$ cat src/rtl/hdlc_rx_deframer.sv
// HDLC receive deframer: flag/abort detection, zero de-stuffing and LSB-first
// byte assembly from a serial line carrying one bit per enabled clock.
//
// Handshake: there is no backpressure. Rx_FlagDetect, Rx_AbortDetect,
// Rx_NewByte, Rx_FrameEnd and Rx_FrameError are single-clock pulses that the
// consumer must take when they occur. Rx_Data is valid while Rx_NewByte is high
// and then holds until the next byte. Rx_ValidFrame is a level.
module hdlc_rx_deframer (
    input  logic       Clk,
    input  logic       Rst,
    input  logic       Rx,
    input  logic       Rx_Enable,
    output logic       Rx_FlagDetect,
    output logic       Rx_AbortDetect,
    output logic       Rx_ValidFrame,
    output logic [7:0] Rx_Data,
    output logic       Rx_NewByte,
    output logic       Rx_FrameEnd,
    output logic       Rx_FrameError
);
    // Bits leave the delay line 8 samples late, so a flag is recognised while
    // all of its own bits are still inside the line and none reach the byte.
    localparam int DELAY_DEPTH = 8;

    typedef enum logic {IDLE = 1'b0, FRAME = 1'b1} state_t;

    state_t                 state_q, state_d;
    logic [7:0]             shr_q, shr_d;
    logic [2:0]             ones_q, ones_d;
    logic                   new_q;
    logic                   abort_pend_q, abort_pend_d;
    logic [DELAY_DEPTH-1:0] dly_bit_q, dly_bit_d;
    logic [DELAY_DEPTH-1:0] dly_keep_q, dly_keep_d;
    logic [7:0]             byte_q, byte_d;
    logic [2:0]             bitcnt_q, bitcnt_d;
    logic                   has_bits_q, has_bits_d;
    logic [7:0]             data_q, data_d;
    logic                   newbyte_q, newbyte_d;
    logic                   flag_q, abort_q;
    logic                   fend_q, fend_d;
    logic                   ferr_q, ferr_d;
    logic                   stuffed;
    logic                   assemble;
    logic                   flag_hit, abort_hit;
    logic                   exit_bit, exit_keep;

    // Pattern compares run once, in the clock after each new sample.
    assign flag_hit  = new_q && (shr_q == 8'h7E);
    assign abort_hit = new_q && abort_pend_q;
    assign exit_bit  = dly_bit_q[DELAY_DEPTH-1];
    assign exit_keep = dly_keep_q[DELAY_DEPTH-1];

    // Line sampling: shift register, ones run counter and the bit/keep delay line.
    always_comb begin
        shr_d        = shr_q;
        ones_d       = ones_q;
        abort_pend_d = abort_pend_q;
        dly_bit_d    = dly_bit_q;
        dly_keep_d   = dly_keep_q;
        stuffed      = !Rx && (ones_q == 3'd5);
        if (Rx_Enable) begin
            shr_d        = {shr_q[6:0], Rx};
            ones_d       = Rx ? ((ones_q == 3'd7) ? 3'd7 : ones_q + 3'd1) : 3'd0;
            abort_pend_d = Rx && (ones_q == 3'd6);
            dly_bit_d    = {dly_bit_q[DELAY_DEPTH-2:0], Rx};
            dly_keep_d   = {dly_keep_q[DELAY_DEPTH-2:0], !stuffed};
        end
        // A flag's bits sit in the line; keep only a sample taken this very cycle.
        if (flag_hit) begin
            dly_keep_d = dly_keep_d & DELAY_DEPTH'(Rx_Enable);
        end
    end

    // Frame state: next state, frame-end reporting and the byte-assembly enable.
    always_comb begin
        state_d  = state_q;
        assemble = 1'b0;
        fend_d   = 1'b0;
        ferr_d   = 1'b0;
        case (state_q)
            IDLE: begin
                if (flag_hit) state_d = FRAME;
            end
            FRAME: begin
                if (abort_hit) begin
                    state_d = IDLE;
                end else if (flag_hit) begin
                    fend_d = has_bits_q;
                    ferr_d = has_bits_q && (bitcnt_q != 3'd0);
                end else begin
                    assemble = Rx_Enable && exit_keep;
                end
            end
            default: state_d = IDLE;
        endcase
    end

    // Byte assembly: shift right from the MSB end, publish on every 8th bit.
    always_comb begin
        byte_d     = byte_q;
        bitcnt_d   = bitcnt_q;
        has_bits_d = has_bits_q;
        data_d     = data_q;
        newbyte_d  = 1'b0;
        if (flag_hit || abort_hit) begin
            bitcnt_d   = 3'd0;
            has_bits_d = 1'b0;
        end else if (assemble) begin
            byte_d     = {exit_bit, byte_q[7:1]};
            bitcnt_d   = bitcnt_q + 3'd1;
            has_bits_d = 1'b1;
            if (bitcnt_q == 3'd7) begin
                data_d    = byte_d;
                newbyte_d = 1'b1;
            end
        end
    end

    // FSM state register.
    always_ff @(posedge Clk or negedge Rst) begin
        if (!Rst) state_q <= IDLE;
        else      state_q <= state_d;
    end

    // Datapath registers and registered output pulses.
    always_ff @(posedge Clk or negedge Rst) begin
        if (!Rst) begin
            shr_q        <= '0;
            ones_q       <= '0;
            new_q        <= 1'b0;
            abort_pend_q <= 1'b0;
            dly_bit_q    <= '0;
            dly_keep_q   <= '0;
            byte_q       <= '0;
            bitcnt_q     <= '0;
            has_bits_q   <= 1'b0;
            data_q       <= '0;
            newbyte_q    <= 1'b0;
            flag_q       <= 1'b0;
            abort_q      <= 1'b0;
            fend_q       <= 1'b0;
            ferr_q       <= 1'b0;
        end else begin
            shr_q        <= shr_d;
            ones_q       <= ones_d;
            new_q        <= Rx_Enable;
            abort_pend_q <= abort_pend_d;
            dly_bit_q    <= dly_bit_d;
            dly_keep_q   <= dly_keep_d;
            byte_q       <= byte_d;
            bitcnt_q     <= bitcnt_d;
            has_bits_q   <= has_bits_d;
            data_q       <= data_d;
            newbyte_q    <= newbyte_d;
            flag_q       <= flag_hit;
            abort_q      <= abort_hit;
            fend_q       <= fend_d;
            ferr_q       <= ferr_d;
        end
    end

    assign Rx_FlagDetect  = flag_q;
    assign Rx_AbortDetect = abort_q;
    assign Rx_ValidFrame  = (state_q == FRAME);
    assign Rx_Data        = data_q;
    assign Rx_NewByte     = newbyte_q;
    assign Rx_FrameEnd    = fend_q;
    assign Rx_FrameError  = ferr_q;

endmodule

$ cat config.mk
export PLATFORM = sky130hd
export DESIGN_NAME = hdlc_rx_deframer
export DESIGN_NICKNAME = d
export VERILOG_FILES = /design/src/rtl/hdlc_rx_deframer.sv
export SDC_FILE = /design/constraint.sdc
export NUM_CORES = 1
export LEC_CHECK = 0
export BUFFER_PORTS_ARGS = -buffer_cell sky130_fd_sc_hd__buf_4
export CAP_MARGIN = 20
export CORE_ASPECT_RATIO = 0.6
export CORE_MARGIN = 1.5
export CORE_UTILIZATION = 55
export CTS_CLUSTER_DIAMETER = 60
export CTS_CLUSTER_SIZE = 12
export DETAILED_ROUTE_END_ITERATION = 10
export GPL_TIMING_DRIVEN = 0
export PLACE_DENSITY_LB_ADDON = 0.12
export SYNTH_ARGS = -nofsm -noshare
export SYNTH_HDL_FRONTEND = slang
export SYNTH_SLANG_ARGS = --single-unit
$ cat constraint.sdc
create_clock -name Clk -period 3.7 [get_ports Clk]
set_input_delay 0.74 -clock Clk [delete_from_list [all_inputs] [get_ports Clk]]
set_output_delay 0.74 -clock Clk [all_outputs]
set_load 0.005 [all_outputs]
==> qor_table.md, run 1 <==
| Quantity | Value | Unit |
| --- | --- | --- |
| Outcome | complete, no violations | - |
| Count of final max-slew check failures | 0 | - |
| Final min period | 1889 | ps |
| Number of endpoints failing setup at the final stage | 0 | - |
| Clock network fraction of design power | 28.7 | % |
| Critical Path Source Type | input port | - |
| Sequential fraction of design power | 58.1 | % |
| Standby leakage power | 1.102 | nW |
| Kind of critical path | input port to register | - |
| Total number of yosys warnings | 0 | - |
| Count of H-tree levels built during CTS | 2 | - |
| All-Layer GR Usage | 18.63 | % |
| Placeable Area | 3303 | µm² |
| Setup repair bufs after CTS | 0 | - |
| Endpoints failing hold | 0 | - |
| Floorplan die height | 48.76 | µm |
| Total negative slack for setup checks | 0 | ps |
| Commonest non-fill, non-tap cells in the layout | 46 x sky130_fd_sc_hd__dfrtp_1, 17 x sky130_fd_sc_hd__buf_4, 16 x sky130_fd_sc_hd__mux2_2 | - |
| Nets@finish | 177 | - |
| Clock tree from TritonCTS | built | - |
| Portion of total power attributed to combinational logic | 13.3 | % |
| Hold Buf Count CTS | 0 | - |
| Number of placement rows | 16 | - |
| Die Outline Area | 3865 | µm² |
| Final worst-path cycle share | 51.07 | % |
| Clock-pin slew of the registers on the worst-case setup and hold paths | 80 | ps |
| Total standard cell area after synthesis | 1919 | µm² |
| Synth-to-Final Area Change | 14.34 | % |
| Post-Syn Nets | 153 | - |
| Internal power contribution | 798.6 | µW |
| Utilization after layout | 66.44 | % |
| Antenna Cells | 0 | - |
| Worst setup timing slack at the placement stage | 1500 | ps |
| Number of port buffers | 17 | - |
| Routability congestion estimate from global placement | 0.7589 | - |
| Post-cts resize count | 0 | - |
| Data arrival time of the worst path | 2070 | ps |
| Reg2Reg Setup Slack | 1850 | ps |
| Residual DRC | 0 | - |
| Library cell used as clock root buffer | sky130_fd_sc_hd__clkbuf_8 | - |
| Required time of the critical path | 3880 | ps |
| Sequential area share after synthesis | 59.97 | % |
| Post-route clock skew | 4.160 | ps |
| Peak Freq | 0.5293 | GHz |
| Synth Area per Inst | 13.42 | µm² |
| Maximum number of pins on one net before global-route repair | 47 | - |
| Ranking of synthesized cells by area | sky130_fd_sc_hd__dfrtp_1 60%, sky130_fd_sc_hd__mux2_2 9.4%, sky130_fd_sc_hd__mux2_4 5.5%, sky130_fd_sc_hd__mux2i_1 4.2%, sky130_fd_sc_hd__ha_1 3.9% | - |
| Worst-margin pin slew | 556.4 | ps |
| Commonest non-fill, non-tap cell in the layout | sky130_fd_sc_hd__dfrtp_1 | - |
| Slew headroom | 62.91 | % |
| Clock Tree Buf Depth | 2 | - |
| Path class of the lowest-slack min-delay path | input port to asynchronous set/reset pin | - |
| Via count of the first global-routing pass | 1070 | - |
| Overall die width | 79.27 | µm |
| Number of instances in the synthesized netlist | 143 | - |
| Initial core utilization | 58.11 | % |
| Number of nets with antenna violations after detailed routing | 0 | - |
| Initial antenna violation count | 0 | - |
| PnR worst setup slack | 1811 | ps |
| Net load switching power | 274.5 | µW |
| Peak supply drop | 0.2612 | mV |
| Dpl hpwl | 2.125 | mm |
| Number of vias in the routed layout | 1106 | - |
| Routed Wire Length | 2.968 | mm |
| Latest clock arrival within the worst-skew pair | 290 | ps |
| CTS sink count | 46 | - |
| Clock buffer count from CTS | 5 | - |
| Max capacitance violation total | 0 | - |
| Global route total overflow | 0 | - |
| Maximum fanout count along the critical path | 8 | - |
| Area share of the largest cell type after synthesis | 59.97 | % |
| First-pass GRT wire length | 5.209 | mm |
| Post-layout total power | 1.073 | mW |
| Power density over cell area | 489.0 | nW/µm² |
| Placement Cell Area | 2103 | µm² |
| Detailed-route vias per instance | 5.192 | - |
| Number of distinct standard cells referenced by the synthesized netlist | 25 | - |
| Flip-flop and latch count after synthesis | 46 | - |
| Fraction of layout instances using a drive strength above 1 | 32.74 | % |
| Final non-filler cell area | 2195 | µm² |
| I/O pin total | 18 | - |
| Setup repair after global routing missed its margin | no | - |
| Number of iterations in the first detailed-routing pass | 6 | - |
| Detailed Route Iter0 Violations | 76 | - |
| Switching share of total power | 25.58 | % |
| Detailed-route wire length per cell | 13.93 | µm |
| Element type at the critical path end | register | - |
| Synth area leader | sky130_fd_sc_hd__dfrtp_1 | - |
[power by group through the flow]
stage	Sequential (mW)	Clock, mW	Combinational, mW
after global placement	0.628	0	0.136
after detailed placement	0.634	0	0.145
after floorplan	0.618	0	0.107
after CTS	0.623	0.315	0.145
after global routing	0.635	0.343	0.164
final	0.623	0.308	0.142
[layer usage]
metal / wire length (µm) / track usage [%] / part of all wire, %
met2: 1268 / 25.93 / 43
met3: 143 / 6.226 / 4.8
met1: 1509 / 26.43 / 51
met4: 46 / 8.772 / 1.5
met5: 0 / 0 / 0
[synthesized netlist by cell type]
cell	count
sky130_fd_sc_hd__nand2b_1	1
sky130_fd_sc_hd__nand3_1	5
sky130_fd_sc_hd__buf_2	3
sky130_fd_sc_hd__clkbuf_1	1
sky130_fd_sc_hd__inv_1	8
sky130_fd_sc_hd__nor2b_1	1
sky130_fd_sc_hd__nand2_1	10
sky130_fd_sc_hd__or2b_2	1
sky130_fd_sc_hd__mux2_2	16
sky130_fd_sc_hd__buf_6	1
sky130_fd_sc_hd__nand3_4	1
sky130_fd_sc_hd__ha_1	6
sky130_fd_sc_hd__nor2_8	1
sky130_fd_sc_hd__nand4_1	1
sky130_fd_sc_hd__xnor2_1	1
sky130_fd_sc_hd__nand4b_1	1
sky130_fd_sc_hd__or4_1	1
sky130_fd_sc_hd__nor3_1	3
sky130_fd_sc_hd__o21ai_0	6
sky130_fd_sc_hd__clkinv_8	1
sky130_fd_sc_hd__nor2_1	9
sky130_fd_sc_hd__a21oi_1	4
sky130_fd_sc_hd__mux2_4	7
sky130_fd_sc_hd__mux2i_1	8
sky130_fd_sc_hd__dfrtp_1	46
[worst max-delay path, cell delays in order]
cell and delay [ps]:
sky130_fd_sc_hd__buf_4 80, sky130_fd_sc_hd__buf_2 180, sky130_fd_sc_hd__nand3_1 140, sky130_fd_sc_hd__or2b_2 390, sky130_fd_sc_hd__nor2_8 210, sky130_fd_sc_hd__mux2_4 320
[area by class of cell]
type                    instances  area [µm²]
flip-flops and latches         46        1151
fillers                       256        1109
multi-input cells              83       691.9
repair buffers                 17       127.6
clock buffers                   7       86.33
well taps                      45       56.30
inverters                       9       46.29
plain buffers                   5       30.03
clock inverters                 1       5.005
[through the flow]
step                hold WS (ps)  std cells
floorplan                  444.4        143
global placement           489.6        205
detailed placement         498.4        205
CTS                        449.8        213
global route               464.0        213
finish                     425.1        213
[flip-flops by register name, summed over array words and instances, names as in the netlist]
name and cells:
Rx_FlagDetect 1, has_bits_q 1, shr_q 8, Rx_ValidFrame 1, bitcnt_q 3, Rx_AbortDetect 1
byte_q 7, ones_q 3, Rx_FrameEnd 1, new_q 1, abort_pend_q 1, Rx_Data 8
dly_keep_q 8, Rx_FrameError 1, Rx_NewByte 1
[worst paths after layout]
| kind | start | endpoint | cells past startpoint |
|---|---|---|---|
| worst max-delay path | Rx_Enable | byte_q[1] | 6 |
| worst min-delay path | Rst | shr_q[2] | 1 |
| worst max register to register | shr_q[7] | Rx_Data[0] | 5 |
| worst min register to register | Rx_Data[4] | Rx_Data[4] | 1 |
| max in group asynchronous | Rst | Rx_FlagDetect | 1 |
| min in group Clk | Rx_Data[4] | Rx_Data[4] | 1 |
[logic make-up (layout without fill, tap and decap cells)]
family,count (synthesis),count (layout),synth area share [%]
DFF,46,46,59.97
and+or+nand+nor,35,35,10.04
muxes,31,31,19.04
buffers and inverters,14,39,3.976
AOI/OAI and AO/OA,10,10,2.608
adders and majority gates,6,6,3.911
xor gates and xnor gates,1,1,0.4564
(Power assumes the default switching activity.)
==> inputs of run 2 (changes only) <==
Settings changed: ABC_AREA from default to 1.
Clock period 3.7 ns to 1.95 ns, I/O delays scaled along.
==> qor_table.md, run 2 <==
| Quantity | Value | Unit | vs previous |
| --- | --- | --- | --- |
| Setup repair after global routing missed its margin | no | - |  |
| Post-cts resize count | 0 | - | unchanged |
| Met3 Resource Use GR | 6.481 | % | +0.26 points |
| Via count of the first global-routing pass | 1423 | - | +33% |
| Endpoints failing hold | 0 | - | unchanged |
| Count of H-tree levels built during CTS | 2 | - | unchanged |
| Post-Syn Nets | 218 | - | +42% |
| Nets@finish | 242 | - | +37% |
| Max capacitance violation total | 0 | - | unchanged |
| Synth Area per Inst | 9.564 | µm² | -29% |
| Commonest non-fill, non-tap cell in the layout | sky130_fd_sc_hd__nand2_1 | - |  |
| Kind of critical path | register to primary output | - |  |
| Detailed-route vias per instance | 5.140 | - | -1.0% |
| First-pass GRT wire length | 6.644 | mm | +28% |
| Total number of yosys warnings | 0 | - | unchanged |
| Final worst-path cycle share | 66.39 | % |  |
| Ranking of synthesized cells by area | sky130_fd_sc_hd__dfrtp_1 58%, sky130_fd_sc_hd__nand2_1 12%, sky130_fd_sc_hd__o21ai_0 4.8%, sky130_fd_sc_hd__inv_1 4.2%, sky130_fd_sc_hd__ha_1 3.8% | - |  |
| Maximum number of pins on one net before global-route repair | 47 | - | unchanged |
| Number of filler cells placed in the layout | 245 | - | -4.3% |
| Maximum fanout count along the critical path | 4 | - | -4 |
| Net load switching power | 473.1 | µW | +72% |
| Detailed Route Iter0 Violations | 89 | - | +17% |
| Number of enable flip-flop cells after synthesis | 0 | - | unchanged |
| Post-synth top cells | 66 x sky130_fd_sc_hd__nand2_1, 46 x sky130_fd_sc_hd__dfrtp_1, 22 x sky130_fd_sc_hd__inv_1, 19 x sky130_fd_sc_hd__o21ai_0, 9 x sky130_fd_sc_hd__nand3_1 | - |  |
| Clock-pin slew of the registers on the worst-case setup and hold paths | 90 | ps | about the same |
| Critical Path Source Type | register | - |  |
| Global route total overflow | 0 | - | unchanged |
| Path class of the lowest-slack min-delay path | input port to asynchronous set/reset pin | - |  |
| Clock buffer count from CTS | 5 | - | unchanged |
| Met2 capacity usage during global routing | 33.61 | % | +7.7 points |
| Total negative slack for setup checks | 0 | ps | unchanged |
| Longest individual stage delay on the worst path | 440 | ps | +50 ps |
| Most common flop cell mapped by yosys | sky130_fd_sc_hd__dfrtp_1 | - |  |
| Detailed-route wire length per cell | 13.12 | µm | -5.8% |
| Share of synthesized flip-flops with an asynchronous set or reset | 100.0 | % | unchanged |
| Antenna Cells | 0 | - | unchanged |
| Cell with the most instances after synthesis | sky130_fd_sc_hd__nand2_1 | - |  |
| Total standard cell area after synthesis | 1989 | µm² | +3.7% |
| Post-layout total power | 1.922 | mW | +79% |
| Count of final max-slew check failures | 0 | - | unchanged |
| Utilization after layout | 67.97 | % | +1.5 points |
| Clock network fraction of design power | 37.5 | % | +8.8 points |
| CTS sink count | 46 | - | unchanged |
| Global-route layer with the greatest usage | met2 | - |  |
| Hold Buf Count CTS | 0 | - | unchanged |
| Data arrival time of the worst path | 900 | ps | -1170 ps |
| Crit path buffers/inverters | 1 | - | -1 |
| Power density over cell area | 840.9 | nW/µm² | +72% |
| Number of distinct standard cells referenced by the synthesized netlist | 25 | - | unchanged |
| Synth-to-Final Area Change | 14.91 | % |  |
| I/O pin total | 18 | - | unchanged |
| Routability congestion estimate from global placement | 0.7958 | - | +4.9% |
| Number of placement rows | 16 | - | unchanged |
| Number of iterations in the first detailed-routing pass | 4 | - | -2 |
| Slew headroom | 62.72 | % | -0.18 points |
| Number of placed instances with taps included | 270 | - | +32% |
| Final non-filler cell area | 2286 | µm² | +4.2% |
| Post-route clock skew | 10.75 | ps | +6.590 ps |
| Number of vias in the routed layout | 1429 | - | +29% |
| Dpl hpwl | 2.571 | mm | +21% |
| Portion of total power attributed to combinational logic | 8.0 | % | -5.3 points |
| Peak Freq | 0.7725 | GHz |  |
| Commonest non-fill, non-tap cells in the layout | 66 x sky130_fd_sc_hd__nand2_1, 46 x sky130_fd_sc_hd__dfrtp_1, 22 x sky130_fd_sc_hd__inv_1 | - |  |
| Placeable Area | 3363 | µm² | +1.8% |
| Met1 layer usage reported by global route | 30.95 | % | +4.5 points |
| Sequential fraction of design power | 54.6 | % | -3.5 points |
| Setup repair bufs after CTS | 0 | - | unchanged |
| Initial antenna violation count | 0 | - | unchanged |
| Area share of the largest cell type after synthesis | 57.86 | % | -2.1 points |
| Flip-flop and latch count after synthesis | 46 | - | unchanged |
| Internal power contribution | 1.449 | mW | +81% |
| Number of nets with antenna violations after detailed routing | 0 | - | unchanged |
| Standby leakage power | 1.258 | nW | +14% |
| Die Outline Area | 3999 | µm² | +3.5% |
| Floorplan die height | 49.59 | µm | +1.7% |
| Number of instances in the synthesized netlist | 208 | - | +45% |
| Library cell used as clock root buffer | sky130_fd_sc_hd__clkbuf_8 | - |  |
| Chain of cells forming the critical path | buf_4 | - |  |
| Overall die width | 80.65 | µm | +1.7% |
| Count of non-filler cells in the finished layout | 278 | - | +31% |
| Number of port buffers | 17 | - | unchanged |
| Clock Tree Buf Depth | 2 | - | unchanged |
| Required time of the critical path | 1560 | ps | -2320 ps |
| Element type at the critical path end | primary output | - |  |
| Sequential area share after synthesis | 57.86 | % | -2.1 points |
| Worst-margin pin slew | 559.1 | ps | +2.746 ps |
| Peak supply drop | 0.6494 | mV | +150% |
| Fraction of layout instances using a drive strength above 1 | 18.03 | % | -15 points |
| Outcome | complete, no violations | - |  |
| Clock tree from TritonCTS | built | - |  |
| Synth area leader | sky130_fd_sc_hd__dfrtp_1 | - |  |
| Placement Cell Area | 2173 | µm² | +3.3% |
| Residual DRC | 0 | - | unchanged |
| Initial core utilization | 59.15 | % | +1.0 points |
| Number of endpoints failing setup at the final stage | 0 | - | unchanged |
| All-Layer GR Usage | 22.51 | % | +3.9 points |
| Latest clock arrival within the worst-skew pair | 310 | ps | +20 ps |
| Slowest CP cell | sky130_fd_sc_hd__dfrtp_1 | - |  |
| Routed Wire Length | 3.648 | mm | +23% |
| Final min period | 1295 | ps |  |
| Switching share of total power | 24.61 | % | -0.97 points |
| Dominant delay contributor by cell family on the critical path | flip-flops | - |  |
run 2: changes by cell type in the layout (fill, tap and decap cells not counted), moves of 8 or more:
| cell | delta |
|---|---|
| sky130_fd_sc_hd__nand2_1 | +56 |
| sky130_fd_sc_hd__mux2_2 | -16 |
| sky130_fd_sc_hd__inv_1 | +14 |
| sky130_fd_sc_hd__o21ai_0 | +13 |
| sky130_fd_sc_hd__mux2i_1 | -8 |
run 2: per-layer routing:
metal,share of wire (%),vias to the layer above
met5,0,-
met4,1.8,0
met3,4.4,7
met2,43,26
met1,51,684
li1,-,712
run 2: final timing paths:
| check | start | endpoint | slack, ps | cells past startpoint |
|---|---|---|---|---|
| worst max-delay path | Rx_ValidFrame | Rx_ValidFrame | 660 | 1 |
| worst min-delay path | Rst | shr_q[4] | 70 | 1 |
| worst max register to register | bitcnt_q[1] | Rx_Data[3] | 660 | 6 |
| worst min register to register | Rx_Data[1] | Rx_Data[1] | 480 | 2 |
| max in group asynchronous | Rst | Rx_FlagDetect | 1490 | 1 |
| min in group Clk | Rx_Enable | new_q | 210 | 1 |
run 2: stage by stage:
stage | setup WS, ps | hold WS [ps]
after floorplan | 828.6 | 94.41
after global placement | 669.3 | 414.1
final | 655.5 | 71.03
after CTS | 646.5 | 79.03
after detailed placement | 627.6 | 420.7
after global routing | 567.5 | 103.9
run 2: cells by family after synthesis:
kind of cell	after synthesis	share of synthesized area (%)
fa+ha+maj	6	3.773
xor+xnor	1	0.4403
flops	46	57.86
buf+inv	31	7.610
compound gates	27	7.170
simple gates	97	23.14
run 2: area by class of cell:
cell class,instances,area (µm²),area share [%]
Timing Repair Buffer,17,127.6,5.583
Clock buffer,5,68.82,3.010
Inverter,23,86.33,3.777
Tap cell,45,56.30,2.463
Buffer,8,65.06,2.846
Sequential cell,46,1151,50.36
Clock inverter,3,43.79,1.916
Multi-Input combinational cell,131,686.9,30.05
run 2: power by group through the flow:
stage | combinational (mW) | sequential, mW | clock (mW)
after floorplan | 0.104 | 1.06 | 0
after global placement | 0.142 | 1.06 | 0
after detailed placement | 0.154 | 1.07 | 0
after CTS | 0.155 | 1.05 | 0.739
after global routing | 0.184 | 1.06 | 0.770
final | 0.153 | 1.05 | 0.720
==> inputs of run 3 (changes only) <==
Clock period 1.95 ns to 1.3 ns, I/O delays scaled along.
==> qor_table.md, run 3 (synthesis gave the netlist of run 2 again) <==
| Quantity | Value | Unit | vs previous |
| --- | --- | --- | --- |
| Outcome | complete, no violations | - |  |
| Slew headroom | 62.75 | % | about the same |
| Dominant delay contributor by cell family on the critical path | flip-flops | - |  |
| Number of filler cells placed in the layout | 243 | - | -0.82% |
| Dpl hpwl | 2.571 | mm | unchanged |
| Element type at the critical path end | register | - |  |
| Switching share of total power | 24.50 | % | -0.11 points |
| Data arrival time of the worst path | 1470 | ps | +570 ps |
| Final worst-path cycle share | 97.81 | % |  |
| Crit path buffers/inverters | 1 | - | unchanged |
| Worst hold slack after final layout | 84.07 | ps | +13.04 ps |
| Clock buffer count from CTS | 5 | - | unchanged |
| Maximum number of pins on one net before global-route repair | 47 | - | unchanged |
| Placeable Area | 3363 | µm² | unchanged |
| Post-layout total power | 2.918 | mW | +52% |
| Internal power contribution | 2.203 | mW | +52% |
| Cell repeated most along the worst path | sky130_fd_sc_hd__nand2_1 | - |  |
| Portion of total power attributed to combinational logic | 9.2 | % | +1.2 points |
| Residual DRC | 0 | - | unchanged |
| Number of placed instances with taps included | 270 | - | unchanged |
| Power density over cell area | 1201 | nW/µm² | +43% |
| Detailed-route vias per instance | 5.120 | - | -0.40% |
| Overall die width | 80.65 | µm | unchanged |
| Max capacitance violation total | 0 | - | unchanged |
| Detailed Route Iter0 Violations | 105 | - | +18% |
| Count of non-filler cells in the finished layout | 292 | - | +5.0% |
| Standby leakage power | 1.324 | nW | +5.2% |
| Sequential fraction of design power | 53.9 | % | -0.7 points |
| Nets@finish | 256 | - | +5.8% |
| Critical Path Source Type | register | - |  |
| Clock-pin slew of the registers on the worst-case setup and hold paths | 90 | ps | about the same |
| Commonest non-fill, non-tap cell in the layout | sky130_fd_sc_hd__nand2_1 | - |  |
| Library cell used as clock root buffer | sky130_fd_sc_hd__clkbuf_8 | - |  |
| Routed Wire Length | 3.936 | mm | +7.9% |
| Count of H-tree levels built during CTS | 2 | - | unchanged |
| Chain of cells forming the critical path | ha_2, ha_4, buf_6, nand3_2, nand2_1, nand2_1 | - |  |
| Number of iterations in the first detailed-routing pass | 4 | - | unchanged |
| Routability congestion estimate from global placement | 0.7958 | - | unchanged |
| Kind of critical path | register to register | - |  |
| Net load switching power | 714.8 | µW | +51% |
| Required time of the critical path | 1500 | ps | -60 ps |
| Global route total overflow | 0 | - | unchanged |
| Clock network fraction of design power | 36.9 | % | -0.6 points |
| Maximum fanout count along the critical path | 5 | - | +1 |
| Worst-margin pin slew | 558.8 | ps | -0.3244 ps |
| Commonest non-fill, non-tap cells in the layout | 66 x sky130_fd_sc_hd__nand2_1, 46 x sky130_fd_sc_hd__dfrtp_1, 28 x sky130_fd_sc_hd__buf_4 | - |  |
| Number of nets with antenna violations after detailed routing | 0 | - | unchanged |
| Peak supply drop | 0.9868 | mV | +52% |
| Slowest CP cell | sky130_fd_sc_hd__dfrtp_1 | - |  |
| All-Layer GR Usage | 22.51 | % | unchanged |
| Detailed-route wire length per cell | 13.48 | µm | +2.7% |
| Utilization after layout | 72.21 | % | +4.2 points |
| Antenna Cells | 0 | - | unchanged |
| Number of endpoints failing setup at the final stage | 0 | - | unchanged |
| CTS sink count | 46 | - | unchanged |
| Synth-to-Final Area Change | 22.08 | % |  |
| Endpoints failing hold | 0 | - | unchanged |
| Initial core utilization | 59.15 | % | unchanged |
| Floorplan die height | 49.59 | µm | unchanged |
| Longest individual stage delay on the worst path | 400 | ps | -40 ps |
| Clock tree from TritonCTS | built | - |  |
| Latest clock arrival within the worst-skew pair | 300 | ps | about the same |
| Number of placement rows | 16 | - | unchanged |
| Fraction of layout instances using a drive strength above 1 | 23.48 | % | +5.5 points |
| First-pass GRT wire length | 6.630 | mm | -0.21% |
| Count of final max-slew check failures | 0 | - | unchanged |
| Number of port buffers | 17 | - | unchanged |
| Post-route clock skew | 11.19 | ps | +0.4399 ps |
| Die Outline Area | 3999 | µm² | unchanged |
| Initial antenna violation count | 0 | - | unchanged |
| Final min period | 1271 | ps |  |
| Number of vias in the routed layout | 1495 | - | +4.6% |
| Path class of the lowest-slack min-delay path | input port to register | - |  |
| I/O pin total | 18 | - | unchanged |
| Peak Freq | 0.7865 | GHz |  |
| Clock Tree Buf Depth | 2 | - | unchanged |
| Via count of the first global-routing pass | 1432 | - | +0.63% |
[run 3: cell types whose count changed in the layout (fill, tap and decap cells not counted), sizes merged]
cell / before / now
nand3: 11 / 12
buf: 25 / 36
dlygate4sd3: 0 / 1
clkbuf: 5 / 6
[run 3: worst register-to-register path, delay by kind of cell, from the launching register on]
kind                       cells  cell delay (ps)
DFF                            1              400
adders and majority gates      2              350
and+or+nand+nor                3              290
buffers and inverters          1              130
[run 3: final timing paths]
path / startpoint / endpoint / slack (ps) / cells past startpoint
hold reg to reg: Rx_Data[1] / Rx_Data[1] / 480 / 2
setup reg to reg: bitcnt_q[1] / Rx_Data[5] / 30 / 6
max in group asynchronous: Rst / ones_q[0] / 420 / 2
min in group asynchronous: Rst / shr_q[3] / 480 / 2
hold / removal: Rx_Enable / new_q / 80 / 1
setup / recovery: bitcnt_q[1] / Rx_Data[5] / 30 / 6
[run 3: area by class of cell]
cell class / instances / area, µm² / area share, %
plain buffers: 8 / 65.06 / 2.679
inverters: 23 / 86.33 / 3.555
clock buffers: 5 / 68.82 / 2.834
flip-flops and latches: 46 / 1151 / 47.40
well taps: 45 / 56.30 / 2.318
multi-input cells: 132 / 714.4 / 29.42
clock inverters: 3 / 43.79 / 1.803
repair buffers: 30 / 242.7 / 9.995
[run 3: power by group through the flow]
stage | Combinational [mW] | Clock, mW | Sequential (mW)
after detailed placement | 0.231 | 0 | 1.60
after global routing | 0.317 | 1.15 | 1.59
after global placement | 0.213 | 0 | 1.59
after CTS | 0.236 | 1.11 | 1.57
after floorplan | 0.156 | 0 | 1.59
final | 0.268 | 1.08 | 1.57
[run 3: stage by stage]
stage               setup slack [ps]  area (µm²)  TNS (ps)
global placement               77.32        2173         0
CTS                            13.70        2311         0
finish                         28.52        2429         0
floorplan                      178.6        1989         0
global route                  -28.59        2429    -138.4
detailed placement             36.47        2173         0
[run 3: per-layer routing]
| layer | GRT usage [%] | vias to the layer above | wire [µm] |
|---|---|---|---|
| li1 | - | 743 | - |
| met1 | 30.58 | 709 | 1911 |
| met5 | 0 | - | 0 |
| met3 | 6.481 | 5 | 254 |
| met2 | 34.03 | 38 | 1730 |
| met4 | 9.483 | 0 | 39 |
[run 3: what timing repair did]
action	4_1_cts	5_1_grt
pin swaps	1	4
buffers inserted	2	8
resized for setup	0	4
gates cloned	0	3
hold buffers	1	0
endpoints found under the setup margin	1	11
hold endpoints to repair	46	0
